[src/rtl/duv_mon_pkg.sv]
// Shared types and defaults for the DUV output monitor.
package duv_mon_pkg;

    localparam int MON_TS_W  = 16;
    localparam int MON_DEPTH = 8;

    // Layout of one logged event at the default timestamp width.
    // The top packs its FIFO word in the same order: {ts, a, b}.
    typedef struct packed {
        logic [MON_TS_W-1:0] ts;
        logic [1:0]          a;
        logic [1:0]          b;
    } mon_evt_t;

    // True when the sampled output pair differs from the previous sample.
    function automatic logic ab_changed(input logic [3:0] cur_ab, input logic [3:0] prev_ab);
        return (cur_ab != prev_ab);
    endfunction

endpackage

[src/rtl/duv_out_monitor_if.sv]
// Event drain port: valid/ready handshake carrying the head of the change log.
interface duv_out_monitor_if
    import duv_mon_pkg::*;
#(
    parameter int TS_W = MON_TS_W
);
    logic            evt_valid;
    logic            evt_ready;
    logic [TS_W-1:0] evt_ts;
    logic [1:0]      evt_a;
    logic [1:0]      evt_b;

    modport master (
        output evt_valid,
        output evt_ts,
        output evt_a,
        output evt_b,
        input  evt_ready
    );

    modport slave (
        input  evt_valid,
        input  evt_ts,
        input  evt_a,
        input  evt_b,
        output evt_ready
    );
endinterface

[src/rtl/mon_sync_fifo.sv]
// Generic first-word-fall-through FIFO with explicit occupancy counter.
// A pop while empty is ignored; a push while full is accepted only when a
// pop happens in the same cycle.
module mon_sync_fifo #(
    parameter int WIDTH = 20,
    parameter int DEPTH = 8
) (
    input  logic                       clk,
    input  logic                       arst,
    input  logic                       push,
    input  logic                       pop,
    input  logic [WIDTH-1:0]           din,
    output logic [WIDTH-1:0]           dout,
    output logic                       full,
    output logic                       empty,
    output logic [$clog2(DEPTH):0]     level
);
    localparam int PTR_W = $clog2(DEPTH);
    localparam int LVL_W = $clog2(DEPTH) + 1;
    localparam logic [PTR_W-1:0] PTR_ONE  = PTR_W'(1);
    localparam logic [LVL_W-1:0] LVL_ONE  = LVL_W'(1);
    localparam logic [LVL_W-1:0] LVL_FULL = LVL_W'(DEPTH);

    logic [WIDTH-1:0] mem_r [DEPTH];
    logic [PTR_W-1:0] wr_ptr_r;
    logic [PTR_W-1:0] rd_ptr_r;
    logic [LVL_W-1:0] level_r;
    logic             do_pop_s;
    logic             do_push_s;

    assign full  = (level_r == LVL_FULL);
    assign empty = (level_r == {LVL_W{1'b0}});
    assign level = level_r;
    assign dout  = mem_r[rd_ptr_r];

    // Qualify requests: pop needs data, push needs room or a concurrent pop.
    always_comb begin
        do_pop_s  = 1'b0;
        do_push_s = 1'b0;
        if (pop && !empty) begin
            do_pop_s = 1'b1;
        end else begin
            do_pop_s = 1'b0;
        end
        if (push && (!full || do_pop_s)) begin
            do_push_s = 1'b1;
        end else begin
            do_push_s = 1'b0;
        end
    end

    // Storage: cleared on reset so the head reads zero while empty.
    always_ff @(posedge clk) begin
        if (arst) begin
            for (int i = 0; i < DEPTH; i++) begin
                mem_r[i] <= {WIDTH{1'b0}};
            end
        end else if (do_push_s) begin
            mem_r[wr_ptr_r] <= din;
        end
    end

    // Pointers wrap naturally (DEPTH is a power of two); level tracks occupancy.
    always_ff @(posedge clk) begin
        if (arst) begin
            wr_ptr_r <= {PTR_W{1'b0}};
            rd_ptr_r <= {PTR_W{1'b0}};
            level_r  <= {LVL_W{1'b0}};
        end else begin
            if (do_push_s) begin
                wr_ptr_r <= wr_ptr_r + PTR_ONE;
            end
            if (do_pop_s) begin
                rd_ptr_r <= rd_ptr_r + PTR_ONE;
            end
            case ({do_push_s, do_pop_s})
                2'b10:   level_r <= level_r + LVL_ONE;
                2'b01:   level_r <= level_r - LVL_ONE;
                default: level_r <= level_r;
            endcase
        end
    end

endmodule

[src/rtl/duv_out_monitor.sv]
// Change logger for the DUV's two 2-bit outputs: samples the pair every
// clock, pushes {timestamp, a, b} into a FWFT FIFO on every change, and
// flags (sticky) any event dropped because the FIFO was full.
module duv_out_monitor
    import duv_mon_pkg::*;
#(
    parameter int DEPTH = MON_DEPTH,
    parameter int TS_W  = MON_TS_W
) (
    input  logic                   clk,
    input  logic                   arst,
    input  logic                   en,
    input  logic [1:0]             out_a,
    input  logic [1:0]             out_b,
    input  logic                   clr_ovf,
    output logic [$clog2(DEPTH):0] level,
    output logic                   overflow,
    duv_out_monitor_if.master      evt
);
    localparam int EVT_W = TS_W + 4;
    localparam logic [TS_W-1:0] TS_ONE = TS_W'(1);

    logic [TS_W-1:0]  ts_cnt_r;
    logic [TS_W-1:0]  s_ts_r;
    logic [3:0]       s_ab_r;
    logic [3:0]       p_ab_r;
    logic             overflow_r;
    logic             push_s;
    logic             pop_s;
    logic             drop_s;
    logic             full_s;
    logic             empty_s;
    logic [EVT_W-1:0] head_s;

    // Free-running timestamp (gated by en) plus the sample and compare stages.
    // p_ab follows s_ab regardless of en so re-enabling never sees a stale diff.
    always_ff @(posedge clk) begin
        if (arst) begin
            ts_cnt_r <= {TS_W{1'b0}};
            s_ts_r   <= {TS_W{1'b0}};
            s_ab_r   <= 4'b0000;
            p_ab_r   <= 4'b0000;
        end else begin
            if (en) begin
                ts_cnt_r <= ts_cnt_r + TS_ONE;
            end else begin
                ts_cnt_r <= ts_cnt_r;
            end
            s_ab_r <= {out_a, out_b};
            s_ts_r <= ts_cnt_r;
            p_ab_r <= s_ab_r;
        end
    end

    // Push/pop decisions; a drop is a push that the full FIFO cannot take.
    always_comb begin
        push_s = 1'b0;
        pop_s  = 1'b0;
        drop_s = 1'b0;
        if (en && ab_changed(s_ab_r, p_ab_r)) begin
            push_s = 1'b1;
        end else begin
            push_s = 1'b0;
        end
        if (!empty_s && evt.evt_ready) begin
            pop_s = 1'b1;
        end else begin
            pop_s = 1'b0;
        end
        if (push_s && full_s && !pop_s) begin
            drop_s = 1'b1;
        end else begin
            drop_s = 1'b0;
        end
    end

    // Sticky overflow flag; a drop in the same cycle as clr_ovf keeps it set.
    always_ff @(posedge clk) begin
        if (arst) begin
            overflow_r <= 1'b0;
        end else if (drop_s) begin
            overflow_r <= 1'b1;
        end else if (clr_ovf) begin
            overflow_r <= 1'b0;
        end else begin
            overflow_r <= overflow_r;
        end
    end

    mon_sync_fifo #(
        .WIDTH (EVT_W),
        .DEPTH (DEPTH)
    ) u_fifo (
        .clk   (clk),
        .arst  (arst),
        .push  (push_s),
        .pop   (pop_s),
        .din   ({s_ts_r, s_ab_r}),
        .dout  (head_s),
        .full  (full_s),
        .empty (empty_s),
        .level (level)
    );

    assign overflow      = overflow_r;
    assign evt.evt_valid = !empty_s;
    assign evt.evt_ts    = head_s[EVT_W-1:4];
    assign evt.evt_a     = head_s[3:2];
    assign evt.evt_b     = head_s[1:0];

endmodule

[src/flat_wrapper.sv]
// flat-port wrapper written by rule: the top's interface ports become plain ports
module duv_out_monitor_flat import duv_mon_pkg::*;
#(
    parameter int DEPTH = MON_DEPTH,
    parameter int TS_W  = MON_TS_W
)
  (clk, arst, en, out_a, out_b, clr_ovf, level, overflow, evt_evt_valid, evt_evt_ts, evt_evt_a, evt_evt_b, evt_evt_ready);
  duv_out_monitor_if #(.TS_W(TS_W)) evt_i ();
  input  logic clk;
  input  logic arst;
  input  logic en;
  input  logic [1:0] out_a;
  input  logic [1:0] out_b;
  input  logic clr_ovf;
  output logic [$clog2(DEPTH):0] level;
  output logic overflow;
  output wire logic [$bits(evt_i.evt_valid)-1:0] evt_evt_valid;
  output wire logic [$bits(evt_i.evt_ts)-1:0] evt_evt_ts;
  output wire logic [$bits(evt_i.evt_a)-1:0] evt_evt_a;
  output wire logic [$bits(evt_i.evt_b)-1:0] evt_evt_b;
  input wire logic [$bits(evt_i.evt_ready)-1:0] evt_evt_ready;
  assign evt_evt_valid = evt_i.evt_valid;
  assign evt_evt_ts = evt_i.evt_ts;
  assign evt_evt_a = evt_i.evt_a;
  assign evt_evt_b = evt_i.evt_b;
  assign evt_i.evt_ready = evt_evt_ready;
  duv_out_monitor #(.DEPTH(DEPTH), .TS_W(TS_W)) u_core (.clk(clk), .arst(arst), .en(en), .out_a(out_a), .out_b(out_b), .clr_ovf(clr_ovf), .level(level), .overflow(overflow), .evt(evt_i));
endmodule
[config.mk]
export PLATFORM = sky130hd
export DESIGN_NAME = duv_out_monitor_flat
export DESIGN_NICKNAME = d
export VERILOG_FILES = /design/src/rtl/duv_mon_pkg.sv /design/src/rtl/duv_out_monitor_if.sv /design/src/rtl/mon_sync_fifo.sv /design/src/rtl/duv_out_monitor.sv /design/src/flat_wrapper.sv
export SDC_FILE = /design/constraint.sdc
export NUM_CORES = 1
export LEC_CHECK = 0
export ABC_AREA = 1
export CORE_MARGIN = 4
export CORE_UTILIZATION = 61
export DETAILED_ROUTE_END_ITERATION = 7
export PLACE_DENSITY_LB_ADDON = 0.08
export SETUP_SLACK_MARGIN = 0.05
export SYNTH_ARGS = -nofsm -noshare
export SYNTH_HDL_FRONTEND = slang
export SYNTH_HIERARCHICAL = 1
export SYNTH_SLANG_ARGS = --single-unit
[constraint.sdc]
create_clock -name clk -period 2.8 [get_ports clk]
set_input_delay 0.28 -clock clk [delete_from_list [all_inputs] [get_ports clk]]
set_output_delay 0.28 -clock clk [all_outputs]
set_load 0.01 [all_outputs]
==> reports/qor.csv, run 1 <==
stage;metric;value;unit
timing;fmax;0.383;GHz
routing;post_drt_wl_per_cell;17.1;um
timing;finalHoldViolations;0;
placement;port_buffers;34;
final_layout;nets;971;
final_layout;diodes;0;
clocking;numClockSinks;214;
hold_path;hp-start;out_a[1];
worst_setup_path;crit_chain;buf_12 -> o21ai_0 -> o22ai_1 -> nand2_1 -> nand2_1 -> clkdlybuf4s50_1;
power;power;8900;uW
power;powerDensity;841;nW/um2
routing;post-route-drc-count;0;
die;ios;35;
logic_synthesis;synth-edff-count;160;
logic_synthesis;yosysWarnings;6;
final_layout;drive_gt1_frac;0.0905;
final_layout;area_delta_synth_final;13.8;%
worst_setup_path;regToRegStartpoint;u_core/u_fifo/level[1]$_SDFFE_PP0P_;
routing;num_vias;6524;
final_layout;stdcell_area;10600;um2
die;design.die.area;17300;um2
final_layout;n_fill_cell;1077;
clocking;path_clk_slew;0.06;ns
logic_synthesis;synth_seq_cells;214;
timing;setup_viol;0;
logic_synthesis;yosysMostFrequentCell;nor2_1;
grt;antenna_found_initial;0;
logic_synthesis;synthArstFlopShare;0;
worst_setup_path;start_kind;register;
worst_setup_path;cp_slowest_cell;dfxtp_4;
timing;period_minus_slack;2.61;ns
timing;skew;0.00690;ns
clocking;clock_latency;0.49;ns
routing;ant_nets;0;
timing;rsz0062_at_grt;no;
routing;viasPerCell;5.64;
logic_synthesis;syn_area;9300;um2
logic_synthesis;yosysSeqAreaShare;0.633;
routing;finalWirelength;19800;um
clocking;tritoncts;done;
clocking;cts_hold_buf;0;
placement;gp_congestion;0.838;
logic_synthesis;ys.flop_type;edfxtp_1;
worst_setup_path;crit_top_cell;nand2_1;
worst_setup_path;path_class;register to output pin;
logic_synthesis;syn_inst;915;
placement;place_area;9830;um2
hold_path;hold_path_class;input port to register;
logic_synthesis;yosysTopAreaCellShare;0.517;
die;fp.dieW;131;um
grt;grt_max_degree;48;
clocking;clock_tree.buffer_depth;3;
die;start_util;0.630;
die;core_area;14800;um2
worst_setup_path;critPathMaxFanout;22;
power;leakagePower;0.00387;uW
logic_synthesis;ys_types;32;
logic_synthesis;ys_top_cells_by_count;nor2_1 (251), edfxtp_1 (160), nand2_1 (116), inv_1 (75), dfxtp_1 (54);
placement;dp_hpwl;13000;um
routing;drt_iter0_drc;577;
logic_synthesis;syn-num-nets;930;
clocking;root_buffer;clkbuf_16;
timing;fin_setup_tns;0;ns
grt;grt_pass1_vias;6442;
timing;fin_crit_sh;0.934;
die;row_count;44;
run_status;status;completed;
grt;track_usage;0.226;
timing;slew_violations;0;
final_layout;register_area;5890;um2
worst_setup_path;max_stage_delay;0.58;ns
grt;gr-total-overflow;0;
logic_synthesis;yosysTopAreaCell;edfxtp_1;
timing;slew_headroom;0.519;
power;ir_worst_vdd;0.000632;V
worst_setup_path;endpoint_kind;output pin;
routing;firstDrtPassIters;5;
logic_synthesis;synth.area.top_cells;edfxtp_1 (52%), dfxtp_1 (12%), nor2_1 (10%), nand2_1 (4.7%), mux2i_1 (4.3%);
worst_setup_path;required;2.52;ns
run;cap_violations;0;
timing;worst_pin_slew;0.720;ns
clocking;htree_levels;1;
worst_setup_path;crit_family;buffers and inverters;
clocking;cts_inserted_buffers;22;
worst_setup_path;path_buf_inv;2;
grt;grt_pass1_wl;32000;um
worst_setup_path;crit_arrival;2.33;ns
die;dieHeight;131;um
logic_synthesis;avgSynthCellArea;10.2;um2
final_layout;multiInputGateArea;2810;um2
routing by layer:
metal	global-route usage	vias up	wire (um)
met1	0.303	3120	8470
met5	0	-	0
met3	0.0340	30	1270
li1	-	3141	-
met4	0.0560	0	286
met2	0.392	233	9790
cell type report:
class	count	area share
inverter	79	0.0280
clock inverter	6	0.00497
sequential	214	0.557
clock buffer	34	0.0632
tap	184	0.0218
timing repair buffer	63	0.0597
multi-input combinational	576	0.266
state kept, by name (all words and copies together) (netlist names), named ones only:
register,count
u_core/overflow,1
u_core/p_ab_r,4
u_core/s_ab_r,4
u_core/s_ts_r,16
u_core/ts_cnt_r,16
u_core/u_fifo/level,4
u_core/u_fifo/mem_r,160
u_core/u_fifo/rd_ptr_r,3
u_core/u_fifo/wr_ptr_r,3
where the power goes:
part           switching (uW)  internal, uW  total [uW]
combinational            1270           991        2260
clock                    1140          1730        2870
sequential                184          3590        3770
total                    2590          6310        8900
what timing repair did:
| item | CTS | global route |
|---|---|---|
| endpoints found under the setup margin | 15 | 2 |
| resized for setup | 0 | 1 |
| pin swaps | 0 | 0 |
| setup buffers | 1 | 0 |
logic make-up (layout without fill, tap and decap cells):
family                     Yosys count  count (layout)  synth area share
and+or+nand+nor                    412             412             0.180
DFF                                214             214             0.633
adders and majority gates            6               6           0.00888
xor gates and xnor gates             3               3           0.00283
buffers and inverters              125             182            0.0643
AOI/OAI and AO/OA                  115             115            0.0676
muxes                               40              40            0.0431
tightest hold or removal path: stages:
cell and delay [ns]:
clkdlybuf4s50_1 0.40, inv_1 0.05, nor2_1 0.03
through the flow:
stage / util / instances / setup WS [ns] / hold WS, ns
floorplan: - / 915 / 0.373 / 0.349
global placement: 0.666 / 1115 / 0.397 / 0.424
detailed placement: 0.666 / 1115 / 0.317 / 0.450
CTS: 0.717 / 1156 / 0.150 / 0.285
global route: 0.717 / 1156 / 0.0515 / 0.309
finish: 0.717 / 1156 / 0.186 / 0.302
worst paths after layout:
check        cells after the start                                  endpoint  slack, ns
min                              3               u_core/s_ab_r[3]$_SDFF_PP0_       0.30
max reg2reg                     11  u_core/u_fifo/mem_r[2][16]$_SDFFCE_PN0P_       0.44
min reg2reg                      2              u_core/s_ts_r[15]$_SDFF_PP0_       0.45
max                              6                            evt_evt_ts[12]       0.19
placed cells by master (no fill, tap or decap), types with 3 or more instances in the layout:
master           netlist  routed
clkbuf_16              0      23
buf_12                 0       4
inv_2                  3       3
o22ai_1               40      40
clkbuf_8               0       5
ha_1                   5       5
nand3_1               14      14
buf_4                  0      23
clkinv_1               1       3
dfxtp_1               54      52
xor2_1                 3       3
clkbuf_1              21       4
nor2_1               251     251
o21ai_0               49      49
mux2i_1               40      40
nor3_1                 6       6
nor2_2                 5       5
nand2_2                9       9
a21oi_1               23      23
clkdlybuf4s50_1        0      34
clkinv_2               0       3
edfxtp_1             160     160
nand2_1              116     116
inv_1                 75      75
Power figures use the tool's default switching activity.
==> inputs of run 2 (changes only) <==
Settings changed: CORE_MARGIN 4 to 1.5.
==> run 2 against run 1 <==
Against the previous run:
- count of clock-buffer cells in the layout shrank 7
- register-to-register slack lost 0.03 ns
- clock power is essentially flat
- non-clock buffer count grew 7
- design area grew 0.30%
- sequential cell count is the same
==> reports/qor.csv, run 2 (synthesis gave the netlist of run 1 again) <==
stage;metric;value;unit
timing;rsz0062_at_grt;no;
worst_setup_path;endpoint_kind;output pin;
timing;worst_pin_slew;0.655;ns
worst_setup_path;start_kind;register;
routing;wl_met1;8370;um
grt;grt_pass1_vias;6411;
worst_setup_path;crit_family;buffers and inverters;
final_layout;largest-register;u_core/u_fifo/mem_r;
die;dieHeight;126;um
grt;antenna_found_initial;0;
routing;viasPerCell;5.58;
clocking;tritoncts;done;
routing;finalWirelength;19600;um
clocking;path_clk_slew;0.06;ns
die;core_area;14700;um2
clocking;cts_inserted_buffers;22;
routing;ant_nets;0;
timing;period_minus_slack;2.62;ns
worst_setup_path;max_stage_delay;0.55;ns
die;ios;35;
power;leakagePower;0.00389;uW
power;ir_worst_vdd;0.000544;V
grt;track_usage;0.248;
worst_setup_path;regToRegStartpoint;u_core/u_fifo/level[3]$_SDFFE_PP0P_;
routing;post-route-drc-count;0;
routing;wl_met2;9670;um
final_layout;largest_reg_flops;160;
routing;num_vias;6493;
worst_setup_path;reg2reg_to;u_core/u_fifo/mem_r[6][16]$_SDFFCE_PN0P_;
routing;post_drt_wl_per_cell;16.8;um
worst_setup_path;path_buf_inv;2;
hold_path;hold_path_depth;3;
worst_setup_path;crit_cells;6;
clocking;htree_levels;1;
routing;drt_iter0_drc;559;
grt;grt_max_degree;34;
hold_path;hp-start;out_b[1];
final_layout;nets;978;
die;start_util;0.632;
timing;slew_headroom;0.563;
timing;fmax;0.382;GHz
placement;dp_hpwl;13600;um
final_layout;drive_gt1_frac;0.0950;
timing;setup_viol;0;
worst_setup_path;crit_top_cell;nand2_1;
power;powerDensity;838;nW/um2
hold_path;hold_path_class;input port to register;
routing;dr.max_layer_used;met4;
routing;firstDrtPassIters;6;
placement;gp_congestion;0.827;
die;fp.dieW;126;um
clocking;clock_tree.buffer_depth;3;
worst_setup_path;cp_slowest_cell;clkdlybuf4s50_1;
worst_setup_path;path_class;register to output pin;
clocking;numClockSinks;214;
timing;slew_violations;0;
grt;gr-total-overflow;0;
final_layout;diodes;0;
die;design.die.area;16000;um2
worst_setup_path;crit_arrival;2.34;ns
clocking;root_buffer;clkbuf_16;
placement;port_buffers;34;
timing;finalHoldViolations;0;
routing;met3_length;1180;um
clocking;cts_hold_buf;0;
clocking;clock_latency;0.51;ns
worst_setup_path;required;2.52;ns
timing;skew;0.0140;ns
run_status;status;completed;
final_layout;layout_commonest_cell;nor2_1;
die;row_count;44;
final_layout;top_regs;u_core/u_fifo/mem_r: 160 flops, u_core/s_ts_r: 16 flops, u_core/ts_cnt_r: 16 flops;
worst_setup_path;critPathMaxFanout;13;
worst_setup_path;worstRegToRegCells;11;
worst_setup_path;crit_chain;buf_4 -> o21ai_0 -> o22ai_1 -> nand2_1 -> nand2_1 -> clkdlybuf4s50_1;
grt;grt_pass1_wl;31500;um
worst_setup_path;cp-endpoint;evt_evt_a[1];
final_layout;area_delta_synth_final;14.2;%
final_layout;final_cell_mix;nor2_1 (251), edfxtp_1 (160), nand2_1 (116), inv_1 (75), dfxtp_1 (52);
timing;fin_crit_sh;0.935;
run;cap_violations;0;
timing;fin_setup_tns;0;ns
worst_setup_path;r2r_slack;0.41;ns
power;power;8890;uW
## run 2: cell types whose count changed in the layout (fill, tap and decap cells not counted), moves of 2 or more
| cell | change |
|---|---|
| buf_4 | +8 |
| clkinv_1 | +3 |
| buf_12 | -2 |
| buf_8 | +2 |
| clkbuf_8 | -4 |
| clkbuf_2 | -2 |
## run 2: routing by layer
metal,global-route usage,up-vias
li1,-,3143
met1,0.331,3103
met2,0.429,218
met3,0.0325,29
met4,0.0703,0
met5,0,-
## run 2: area by class of cell
cell class | instances | area (um2)
clock buffer | 27 | 601
clock inverter | 13 | 123
fill | 1073 | 4080
inverter | 79 | 302
multi-input combinational | 576 | 2810
sequential | 214 | 5890
tap | 184 | 230
timing repair buffer | 70 | 654
## run 2: timing repair
item / CTS / global route
endpoints found under the hold margin: 0 / 0
gates resized for setup: 1 / 5
endpoints found under the setup margin: 15 / 12
setup buffers: 1 / 3
## run 2: worst register-to-register path, cell delays in order, from the launching register on
cell and delay, ns:
dfxtp_1 0.44, nor2_1 0.09, nand2_1 0.11, inv_1 0.07
nor2_1 0.26, inv_2 0.06, nand4_2 0.11, nand2_2 0.14
nor3_4 0.33, nand2_2 0.10, nand2_1 0.07, buf_4 0.28
## run 2: worst min path at each step
stage	end	slack, ns
floorplan	u_core/u_fifo/wr_ptr_r[2]$_SDFFE_PP0P_	0.35
global placement	u_core/s_ts_r[12]$_SDFF_PP0_	0.42
detailed placement	u_core/s_ts_r[15]$_SDFF_PP0_	0.45
CTS	u_core/s_ab_r[1]$_SDFF_PP0_	0.28
global route	u_core/s_ab_r[0]$_SDFF_PP0_	0.29
finish	u_core/s_ab_r[1]$_SDFF_PP0_	0.29
## run 2: through the flow
stage / utilization / hold WS, ns / cell area [um2] / worst slack (ns) / cells
final: 0.722 / 0.287 / 10600 / 0.182 / 1163
after global routing: 0.722 / 0.293 / 10600 / 0.0619 / 1163
after CTS: 0.720 / 0.278 / 10600 / 0.0505 / 1160
after detailed placement: 0.669 / 0.447 / 9840 / 0.274 / 1119
after global placement: 0.669 / 0.425 / 9840 / 0.352 / 1119
after floorplan: - / 0.349 / 9300 / 0.373 / 915
## run 2: where the power goes
part / switching [uW] / internal [uW] / total, uW
registers: 173 / 3590 / 3770
logic: 1270 / 981 / 2250
clock network: 1160 / 1710 / 2870
==> inputs of run 3 (changes only) <==
Settings changed: SETUP_SLACK_MARGIN 0.05 to default, SKIP_CTS_REPAIR_TIMING from default to 1.
==> run 3 against run 2 <==
Against the previous run:
- count of clock-buffer cells in the layout unchanged
- final cell count decreased by 0.26%
- via count about the same
- largest cell class unchanged
- total power decreased by 0.59%
- critical path depth unchanged
==> reports/qor.csv, run 3 (synthesis gave the netlist of run 1 again) <==
stage;metric;value;unit
run_status;status;completed;
timing;rsz0062_at_grt;no;
worst_setup_path;worstRegToRegCells;11;
worst_setup_path;crit_top_cell;nand2_1;
hold_path;hold_path_depth;3;
final_layout;diodes;0;
timing;slew_headroom;0.559;
power;pwr-share-clk;0.325;
die;start_util;0.632;
grt;top_usage_layer;met2;
worst_setup_path;crit_family;buffers and inverters;
power;p_sw;2590;uW
worst_setup_path;required;2.52;ns
placement;port_buffers;34;
final_layout;area_delta_synth_final;13.8;%
final_layout;largest_reg_flops;160;
routing;viasPerCell;5.60;
worst_setup_path;cp_slowest_cell;clkdlybuf4s50_1;
die;row_count;44;
power;ir_worst_vdd;0.000551;V
run;cap_violations;0;
routing;ant_nets;0;
routing;finalWirelength;19500;um
placement;dp_hpwl;13600;um
routing;num_vias;6498;
grt;grt_pass1_vias;6389;
worst_setup_path;max_stage_delay;0.54;ns
timing;finalHoldViolations;0;
timing;fin_crit_sh;0.950;
final_layout;instances_no_fill;1160;
grt;use_met1;0.329;
routing;post-route-drc-count;0;
placement;gp_congestion;0.827;
worst_setup_path;crit_chain;buf_6 -> o21ai_0 -> o22ai_1 -> nand2_1 -> nand2_1 -> clkdlybuf4s50_1;
timing;setup_viol;0;
hold_path;hp-start;out_b[1];
grt;grt_max_degree;34;
final_layout;nets;975;
worst_setup_path;start_kind;register;
power;pwr-share-seq;0.428;
clocking;clock_tree.buffer_depth;3;
timing;fin_setup_tns;0;ns
worst_setup_path;crit_arrival;2.38;ns
die;core_area;14700;um2
final_layout;largest-register;u_core/u_fifo/mem_r;
timing;slew_violations;0;
clocking;path_clk_slew;0.06;ns
worst_setup_path;critPathMaxFanout;23;
worst_setup_path;endpoint_kind;output pin;
clocking;numClockSinks;214;
final_layout;top_regs;u_core/u_fifo/mem_r: 160 flops, u_core/s_ts_r: 16 flops, u_core/ts_cnt_r: 16 flops;
timing;skew;0.0157;ns
timing;worst_pin_slew;0.661;ns
final_layout;final_cell_mix;nor2_1 (251), edfxtp_1 (160), nand2_1 (116), inv_1 (75), dfxtp_1 (52);
clocking;htree_levels;1;
timing;fmax;0.376;GHz
routing;post_drt_wl_per_cell;16.8;um
grt;grt_util_met2;0.428;
clocking;tritoncts;done;
timing;period_minus_slack;2.66;ns
power;intPower;6250;uW
worst_setup_path;crit_cells;6;
routing;drt_iter0_drc;620;
die;ios;35;
placement;dp_cells;1119;
grt;grt_pass1_wl;31300;um
power;comb_power_share;0.247;
die;fp.dieW;126;um
routing;firstDrtPassIters;5;
hold_path;hold_path_class;input port to register;
worst_setup_path;path_buf_inv;2;
clocking;cts_inserted_buffers;22;
worst_setup_path;regToRegStartpoint;u_core/u_fifo/level[3]$_SDFFE_PP0P_;
power;powerDensity;835;nW/um2
grt;gr-total-overflow;0;
die;dieHeight;126;um
grt;antenna_found_initial;0;
grt;track_usage;0.246;
final_layout;layout_commonest_cell;nor2_1;
power;swShare;0.293;
worst_setup_path;path_class;register to output pin;
clocking;root_buffer;clkbuf_16;
grt;grtUsageMet3;0.0321;
clocking;clock_latency;0.51;ns
power;leakagePower;0.00388;uW
final_layout;drive_gt1_frac;0.0922;
die;design.die.area;16000;um2
-- run 3: cell count changes in the layout (fill, tap and decap cells not counted), sizes merged --
| cell | before | now |
|---|---|---|
| buf | 36 | 33 |
-- run 3: power by group through the flow --
stage / sequential (uW) / combinational, uW / clock, uW
after floorplan: 3730 / 1400 / 0
after global placement: 3860 / 2040 / 0
after detailed placement: 3870 / 2110 / 0
after CTS: 3810 / 2120 / 2920
after global routing: 3810 / 2390 / 3050
final: 3790 / 2180 / 2870
-- run 3: stage by stage --
step	power, uW	hold WS [ns]	util	cell area [um2]	setup slack (ns)
CTS	8840	0.278	0.718	10600	-0.116
global placement	5900	0.425	0.669	9840	0.352
global route	9250	0.293	0.720	10600	0.00786
detailed placement	5980	0.447	0.669	9840	0.274
floorplan	5130	0.349	-	9300	0.373
finish	8840	0.288	0.720	10600	0.139
-- run 3: worst min-delay path, cell delays in order --
cell	delay [ns]
clkdlybuf4s50_1	0.40
inv_1	0.05
nor2_1	0.03
-- run 3: layout make-up --
type                            count  area [um2]
Tap cell                          184         230
Clock buffer                       27         601
Multi-Input combinational cell    576        2810
Sequential cell                   214        5890
Fill cell                        1078        4120
Inverter                           79         299
Clock inverter                     13         123
Timing Repair Buffer               67         624
-- run 3: worst paths after layout --
kind / endpoint / slack, ns
hold / removal: u_core/s_ab_r[1]$_SDFF_PP0_ / 0.29
setup reg to reg: u_core/u_fifo/mem_r[3][8]$_SDFFCE_PN0P_ / 0.40
setup / recovery: evt_evt_ts[6] / 0.14
hold reg to reg: u_core/s_ts_r[15]$_SDFF_PP0_ / 0.45
-- run 3: routing by layer --
| metal | share of wire | wire length [um] | up-vias |
|---|---|---|---|
| met3 | 0.066 | 1290 | 34 |
| met2 | 0.49 | 9550 | 257 |
| met1 | 0.42 | 8210 | 3063 |
| met4 | 0.021 | 410 | 0 |
| li1 | - | - | 3144 |
| met5 | 0 | 0 | - |
